## src/rtl/rv32_sequencer.sv

```systemverilog
// Multi-cycle FETCH/DECODE/EXECUTE/MEM/WB sequencer that owns the PC, bounds memory waits and traps stickily.
// Define RV32_SEQ_PERF_COUNTERS_EN to add the 64-bit cycle_count / instret_count outputs.
module rv32_sequencer #(
  parameter logic [31:0] RESET_PC   = 32'h0000_0000,
  parameter int          WAIT_LIMIT = 16,
  parameter int          CW         = $clog2(WAIT_LIMIT + 1)
) (
  input  logic        clock,
  input  logic        reset_n,
  input  logic        enable,
  output logic        fetch_req,
  output logic [31:0] fetch_address,
  input  logic        fetch_ready,
  input  logic [31:0] fetch_data,
  output logic [31:0] instruction,
  output logic        instruction_valid,
  input  logic        load_enable,
  input  logic        store_enable,
  input  logic        illegal_instruction,
  input  logic        writes_rd,
  input  logic        next_pc_valid,
  input  logic [31:0] next_pc,
  output logic        mem_req,
  input  logic        mem_ready,
  output logic        write_back_enable,
  output logic [31:0] pc,
  output logic        halted,
  output logic        trap,
`ifdef RV32_SEQ_PERF_COUNTERS_EN
  output logic [63:0] cycle_count,
  output logic [63:0] instret_count,
`endif
  output logic [1:0]  trap_cause
);

  typedef enum logic [2:0] {IDLE, FETCH, DECODE, EXECUTE, MEM, WB, TRAP} state_t;

  localparam logic [1:0]    CAUSE_TIMEOUT  = 2'd1;
  localparam logic [1:0]    CAUSE_ILLEGAL  = 2'd2;
  localparam logic [1:0]    CAUSE_MISALIGN = 2'd3;
  localparam logic [CW-1:0] WAIT_LAST      = CW'(WAIT_LIMIT - 1);

  state_t        state;
  state_t        state_next;
  logic [1:0]    cause_next;
  logic [CW-1:0] wait_count;
  logic          wait_expired;
  logic          pc_aligned;
  logic          wb_pending;

  assign pc_aligned    = (pc[1:0] == 2'b00);
  assign wait_expired  = (wait_count == WAIT_LAST);
  assign fetch_address = pc;

  always_ff @(posedge clock or negedge reset_n) begin
    if (!reset_n) state <= IDLE;
    else          state <= state_next;
  end

  // Ready beats timeout: the expiry check only applies on a not-ready cycle.
  always_comb begin
    state_next = state;
    cause_next = CAUSE_TIMEOUT;
    case (state)
      IDLE:    if (enable) state_next = FETCH;
      FETCH: begin
        if (!pc_aligned) begin
          state_next = TRAP;
          cause_next = CAUSE_MISALIGN;
        end else if (fetch_ready) begin
          state_next = DECODE;
        end else if (wait_expired) begin
          state_next = TRAP;
        end
      end
      DECODE:  state_next = EXECUTE;
      EXECUTE: begin
        if (illegal_instruction) begin
          state_next = TRAP;
          cause_next = CAUSE_ILLEGAL;
        end else if (load_enable || store_enable) begin
          state_next = MEM;
        end else begin
          state_next = WB;
        end
      end
      MEM: begin
        if (mem_ready)         state_next = WB;
        else if (wait_expired) state_next = TRAP;
      end
      WB:      state_next = enable ? FETCH : IDLE;
      TRAP:    state_next = TRAP;
      default: state_next = IDLE;
    endcase
  end

  always_comb begin
    fetch_req         = 1'b0;
    instruction_valid = 1'b0;
    mem_req           = 1'b0;
    write_back_enable = 1'b0;
    halted            = 1'b0;
    trap              = 1'b0;
    case (state)
      IDLE:    halted = 1'b1;
      FETCH:   fetch_req = pc_aligned;
      DECODE:  instruction_valid = 1'b1;
      MEM:     mem_req = 1'b1;
      WB:      write_back_enable = wb_pending;
      TRAP: begin
        halted = 1'b1;
        trap   = 1'b1;
      end
      default: ;
    endcase
  end

  // Decode class is captured in EXECUTE so the WB strobe stays a pure register decode.
  always_ff @(posedge clock or negedge reset_n) begin
    if (!reset_n) begin
      pc          <= RESET_PC;
      instruction <= '0;
      wait_count  <= '0;
      wb_pending  <= 1'b0;
      trap_cause  <= '0;
    end else begin
      if ((state == FETCH && pc_aligned && !fetch_ready) || (state == MEM && !mem_ready))
        wait_count <= wait_count + CW'(1);
      else
        wait_count <= '0;
      if (state == FETCH && pc_aligned && fetch_ready) instruction <= fetch_data;
      if (state == EXECUTE) wb_pending <= writes_rd & ~store_enable;
      if (state == WB) pc <= next_pc_valid ? next_pc : pc + 32'd4;
      if (state != TRAP && state_next == TRAP) trap_cause <= cause_next;
    end
  end

`ifdef RV32_SEQ_PERF_COUNTERS_EN
  always_ff @(posedge clock or negedge reset_n) begin
    if (!reset_n) begin
      cycle_count   <= '0;
      instret_count <= '0;
    end else begin
      if (state != IDLE && state != TRAP) cycle_count <= cycle_count + 64'd1;
      if (state == WB) instret_count <= instret_count + 64'd1;
    end
  end
`endif

endmodule
```

## config.mk

```make
export PLATFORM = sky130hd
export DESIGN_NAME = rv32_sequencer
export DESIGN_NICKNAME = d
export VERILOG_FILES = /design/src/rtl/rv32_sequencer.sv
export SDC_FILE = /design/constraint.sdc
export NUM_CORES = 1
export LEC_CHECK = 0
export CAP_MARGIN = 20
export CORE_MARGIN = 2
export CORE_UTILIZATION = 46
export CTS_CLUSTER_SIZE = 28
export DETAILED_ROUTE_END_ITERATION = 16
export HOLD_SLACK_MARGIN = 0.05
export PLACE_DENSITY = 0.95
export RECOVER_POWER = 50
export SLEW_MARGIN = 20
export SYNTH_ARGS = -nofsm -noshare
export SYNTH_HDL_FRONTEND = slang
export SYNTH_SLANG_ARGS = --single-unit
export TNS_END_PERCENT = 1
```

## constraint.sdc

```tcl
create_clock -name clock -period 6.2 [get_ports clock]
set_clock_uncertainty 0.1 [all_clocks]
set_input_delay 1.55 -clock clock [delete_from_list [all_inputs] [get_ports clock]]
set_output_delay 1.55 -clock clock [all_outputs]
set_load 0.03 [all_outputs]
```

==> flow_summary.json, run 1 <==
{
  "seq_area_frac_synth_pct": 46.1,
  "cp-end-kind": "output pin",
  "synth_top_area_cell": "dfrtp_1",
  "n_antenna_cell": 0,
  "cts_hold_buf": 0,
  "post-route-min-period_ns": 3.87,
  "p_total_uw": 3230,
  "startpoint_type": "flop",
  "cp_slowest_cell": "clkdlybuf4s50_1",
  "p_sw_share_pct": 46.5,
  "async_flop_share_pct": 100,
  "ant_nets": 0,
  "setup_viol": 0,
  "first_global_vias": 3758,
  "vias": 3732,
  "yosys.cell_types.count": 56,
  "cts_tree": "built",
  "syn-mean-instance-area_um2": 10.1,
  "die_w_um": 98.1,
  "drtIter0Drc": 185,
  "fmax_mhz": 259,
  "cts_setup_buffers": 0,
  "drc": 0,
  "grt_overflow": 0,
  "setup-tns-final_ns": 0,
  "io_pins": 178,
  "grtUsageMet2_pct": 40.1,
  "vias_per_cell": 5.70,
  "p_seq_share_pct": 30.5,
  "ys_top_cells_by_count": "dfrtp_1, mux2_2, buf_4",
  "outcome": "finished clean",
  "synth.most_common_cell": "dfrtp_1",
  "post_cts_resized": 0,
  "cts_sinks": 75,
  "row_count": 34,
  "max_stage_delay_ns": 0.66,
  "wl_um": 11400,
  "synth_ff_type": "dfrtp_1",
  "power_density_nw_per_um2": 552,
  "synth_area_um2": 4070,
  "worst_slack_ns": 2.33,
  "root_buffer": "clkbuf_8",
  "dieArea_um2": 9620,
  "ys_seq_elements": 75,
  "yosysWarnings": 0,
  "maxCapViolCount": 0,
  "p_int_uw": 1730,
  "yosys.area.top_type_share_pct": 46.1,
  "synth_edf_count": 0,
  "ir_drop_mv": 0.329,
  "syn_inst": 405,
  "coreArea_um2": 8640,
  "critPathMaxFanout": 27,
  "p_switching_uw": 1500,
  "hold_path_class": "flop to flop",
  "place_ws_ns": 2.14,
  "power_frac_clock_pct": 12.3,
  "period_share_pct": 62.4,
  "critPathRequiredTime_ns": 4.55,
  "crit_cells": 5,
  "grt_start_max_net_pins": 76,
  "final_layout_size_suffix_gt1_share_pct": 11.3,
  "worstMarginPinSlew_ns": 1.27,
  "nets": 619,
  "place_congestion": 0.851,
  "crit_family": "buffers and inverters",
  "initial_utilization_pct": 47.2,
  "post-dp-hpwl_um": 8240,
  "gr-usage-all-layers_pct": 23.7,
  "firstDrtPassIters": 4,
  "syn_to_final_growth_pct": 43.7,
  "slew_violations": 0,
  "clk_latency_ns": 0.35,
  "grt.busiest_layer": "met2",
  "grt_first_pass_wirelength_um": 18400,
  "grt_antenna_before_repair": 0,
  "io_buffers": 177,
  "path_clk_slew_ns": 0.08,
  "arrival_ns": 2.22,
  "fp.dieH_um": 98.1,
  "cts_max_level": 3,
  "path_class": "flop to output pin",
  "cts_max_path_buffers": 2,
  "met3_usage_pct": 8.52,
  "final_hold_viol_count": 0,
  "synth_fp_nets": 482,
  "yosys-top-cells-area": "dfrtp_1, mux2_2, buf_4",
  "crit_chain": "nand2_1 -> nor2_1 -> buf_4 -> and2_1 -> clkdlybuf4s50_1",
  "grtUsageMet1_pct": 28.0,
  "crit_buf_inv": 2,
  "holdPathStages": 2,
  "numCtsBuffers": 9,
  "comb_power_share_pct": 57.2,
  "ff2ff_path_depth": 6,
  "rsz0062_at_grt": "false",
  "maxSlewHeadroom_pct": 15.1,
  "wire_per_inst_um": 17.4,
  "leakage_uw": 0.00237
}
-- routing by layer --
metal,vias up,share of wire [%]
met1,1775,39
met4,0,1.9
met5,-,0
met3,21,10
met2,222,49
li1,1714,-
-- kinds of logic after synthesis --
logic type | Yosys count | share of synthesized area [%]
AO/OA/AOI/OAI | 95 | 15.1
XOR/XNOR | 3 | 0.645
adder cells (fa/ha/maj) | 3 | 0.922
buffers and inverters | 65 | 9.80
flip-flops | 75 | 46.1
multiplexers | 39 | 10.7
AND/OR/NAND/NOR | 125 | 16.7
-- worst reg2reg max path: stages, from the launching register on --
cell     delay (ns)
dfrtp_1        0.56
inv_1          0.14
nor2_1         0.18
nand2_1        0.13
inv_1          0.10
nand2_1        0.71
mux2_1         0.65
-- flip-flops by register name (all words and copies together) (netlist names) --
signal         flops
wb_pending         1
trap_cause         2
fetch_address     32
wait_count         5
state              3
instruction       32
-- power by group through the flow --
stage                     clock network, uW  registers (uW)  logic [uW]
after floorplan                           0            1310         831
after global placement                    0             963        1820
after detailed placement                  0             988        1850
after CTS                               406             982        1860
after global routing                    425            1030        1940
final                                   398             985        1850
-- through the flow --
step	util, %	cells	area (um2)	hold WS, ns
after CTS	67.8	655	5850	0.381
final	67.7	655	5850	0.377
after global placement	65.3	639	5640	0.345
after global routing	67.7	655	5850	0.398
after floorplan	-	405	4070	0.333
after detailed placement	65.3	639	5640	0.365
-- layout by cell type (no fill, tap or decap), types with 3 or more instances in the layout --
cell and n:
and2_1 3, dlygate4sd3_1 5, o21ai_0 23, nand2b_1 3, a2bb2oi_1 5, nand2_1 21
ha_1 3, nor2_1 31, o22ai_1 7, a31oi_1 4, nor4_1 6, nor3_1 12
inv_1 12, clkbuf_8 12, mux2_2 35, and3_1 8, o21a_1 3, o2bb2ai_1 5
mux2i_1 3, a311oi_1 5, o22a_1 3, nor2b_1 3, a21oi_1 26, buf_4 3
dfrtp_1 75, clkdlybuf4s50_1 171, nand4_1 9, nand3_1 12, or3_1 3
-- final cells by class --
class,count,area (um2)
well taps,108,135
multi-input cells,265,1800
flip-flops and latches,75,1880
fillers,659,2790
repair buffers,179,1780
inverters,12,45.0
clock inverters,4,47.5
clock buffers,12,165
-- path summary, 6_finish.rpt --
path	startpoint	slack, ns	end
setup reg to reg	state[0]$_DFF_PN0_	3.50	instruction[25]$_DFFE_PN0P_
hold reg to reg	wb_pending$_DFFE_PN0N_	0.38	wb_pending$_DFFE_PN0N_
min in group asynchronous	reset_n	1.25	trap_cause[1]$_DFFE_PN0P_
hold / removal	wb_pending$_DFFE_PN0N_	0.38	wb_pending$_DFFE_PN0N_
setup / recovery	state[2]$_DFF_PN0_	2.33	write_back_enable
max in group asynchronous	reset_n	4.14	fetch_address[5]$_DFFE_PN0N_
(Power assumes the default switching activity.)
==> run 2, diff against run 1 <==
CORE_UTILIZATION = 43   (was 46)
PLACE_DENSITY = 0.9   (was 0.95)
clock period = 4.05 ns   (was 6.2 ns; I/O delays follow)
==> flow_summary.json, run 2 (synthesized netlist as in run 1, its figures left out) <==
{
  "outcome": "finished, violations left",
  "violations": "capacitance limit, slew limit",
  "n_fill_cell": 723,
  "cts_setup_buffers": 0,
  "crit_family": "buffers and inverters",
  "regArea_um2": 1880,
  "fp.dieH_um": 101,
  "drtIter0Drc": 111,
  "place_congestion": 0.948,
  "numCtsBuffers": 9,
  "first_global_vias": 3613,
  "p_int_uw": 2550,
  "post_cts_resized": 0,
  "worstMarginPinSlew_ns": 1.86,
  "nets": 621,
  "period_share_pct": 85.9,
  "path_clk_slew_ns": 0.08,
  "vias": 3728,
  "maxSlewHeadroom_pct": -24.1,
  "io_buffers": 177,
  "comb_power_share_pct": 58.0,
  "dieArea_um2": 10300,
  "gr-usage-all-layers_pct": 21.4,
  "final_cell_mix": "clkdlybuf4s50_1, dfrtp_1, mux2_2",
  "wire_per_inst_um": 16.7,
  "cp-end-kind": "flop",
  "grt_overflow": 0,
  "critPathRequiredTime_ns": 4.21,
  "setup_viol": 0,
  "grt_first_pass_wirelength_um": 17400,
  "final_layout_size_suffix_gt1_share_pct": 11.5,
  "die_w_um": 101,
  "firstDrtPassIters": 5,
  "arrival_ns": 3.64,
  "clk_latency_ns": 0.35,
  "startpoint_type": "input port",
  "post-dp-hpwl_um": 8080,
  "ant_nets": 0,
  "cts_max_level": 3,
  "drc": 0,
  "io_pins": 178,
  "initial_utilization_pct": 44.3,
  "p_switching_uw": 2320,
  "critPathMaxFanout": 44,
  "grt_start_max_net_pins": 76,
  "crit_buf_inv": 2,
  "cp_slowest_cell": "clkbuf_1",
  "path_class": "input port to flop",
  "multi_input_comb_area_um2": 1800,
  "grt_antenna_before_repair": 0,
  "vias_per_cell": 5.65,
  "post-route-min-period_ns": 3.48,
  "wl_um": 11000,
  "maxCapViolCount": 3,
  "crit_chain": "dlygate4sd3_1 -> clkbuf_1 -> nor2_1 -> nand4_1 -> o31ai_1 -> nor3_1",
  "slew_violations": 154,
  "power_density_nw_per_um2": 835,
  "n_antenna_cell": 0,
  "fin_area_um2": 5830,
  "coreArea_um2": 9200,
  "p_sw_share_pct": 47.7,
  "hold_path_class": "flop to flop",
  "row_count": 35,
  "leakage_uw": 0.00235,
  "dpl_cell_area_um2": 5660,
  "fmax_mhz": 287,
  "rsz0062_at_grt": "false",
  "cts_sinks": 75,
  "setup-tns-final_ns": 0,
  "syn_to_final_growth_pct": 43.2,
  "cts_hold_buf": 0,
  "cts_max_path_buffers": 2,
  "cts_tree": "built",
  "power_frac_clock_pct": 11.3,
  "root_buffer": "clkbuf_8",
  "ir_drop_mv": 0.438,
  "layout_commonest_cell": "clkdlybuf4s50_1",
  "p_seq_share_pct": 30.7,
  "max_stage_delay_ns": 1.30,
  "final_hold_viol_count": 0
}
[run 2: area by class of cell]
| class | instances | area share (%) |
|---|---|---|
| Sequential cell | 75 | 32.2 |
| Multi-Input combinational cell | 265 | 30.8 |
| Timing Repair Buffer | 181 | 30.7 |
| Tap cell | 111 | 2.38 |
| Clock buffer | 9 | 2.12 |
| Clock inverter | 7 | 1.03 |
| Inverter | 12 | 0.773 |
[run 2: stage by stage]
stage | total power [uW] | hold WS (ns) | setup slack [ns] | cells | utilization (%)
5_1_grt | 5130 | 0.402 | 0.333 | 660 | 63.4
2_1_floorplan | 3280 | 0.333 | 1.38 | 405 | -
6_report | 4870 | 0.380 | 0.571 | 660 | 63.4
3_3_place_gp | 4250 | 0.345 | 1.07 | 644 | 61.5
4_1_cts | 4890 | 0.383 | 0.719 | 660 | 63.5
3_5_place_dp | 4340 | 0.372 | 1.02 | 644 | 61.5
[run 2: power groups by stage]
stage | Clock, uW | Combinational, uW | Sequential, uW
4_1_cts | 557 | 2840 | 1490
2_1_floorplan | 0 | 1270 | 2010
3_5_place_dp | 0 | 2830 | 1500
3_3_place_gp | 0 | 2780 | 1470
5_1_grt | 595 | 2980 | 1550
6_report | 549 | 2830 | 1490
[run 2: worst reg2reg max path: stages, from the launching register on]
cell,delay [ns]
dfrtp_1,0.50
inv_1,0.16
nor2_1,0.09
nand2_1,0.13
inv_1,0.07
nand2_1,0.06
clkbuf_1,1.21
mux2_2,0.46
[run 2: worst paths after layout]
| kind | startpoint | end | slack [ns] | cells after the start |
|---|---|---|---|---|
| max in group asynchronous | reset_n | fetch_address[21]$_DFFE_PN0N_ | 1.68 | 1 |
| hold reg to reg | wait_count[0]$_DFF_PN0_ | wait_count[0]$_DFF_PN0_ | 0.38 | 1 |
| hold / removal | wait_count[0]$_DFF_PN0_ | wait_count[0]$_DFF_PN0_ | 0.38 | 1 |
| setup reg to reg | state[0]$_DFF_PN0_ | instruction[15]$_DFFE_PN0P_ | 1.17 | 7 |
| setup / recovery | next_pc_valid | fetch_address[27]$_DFFE_PN0N_ | 0.57 | 6 |
| min in group asynchronous | reset_n | instruction[6]$_DFFE_PN0P_ | 1.07 | 1 |
[run 2: routing by layer]
layer,GRT usage (%),wire [um]
met1,26.1,4270
met2,36.1,5470
met3,6.63,1070
met4,7.69,211
met5,0,0
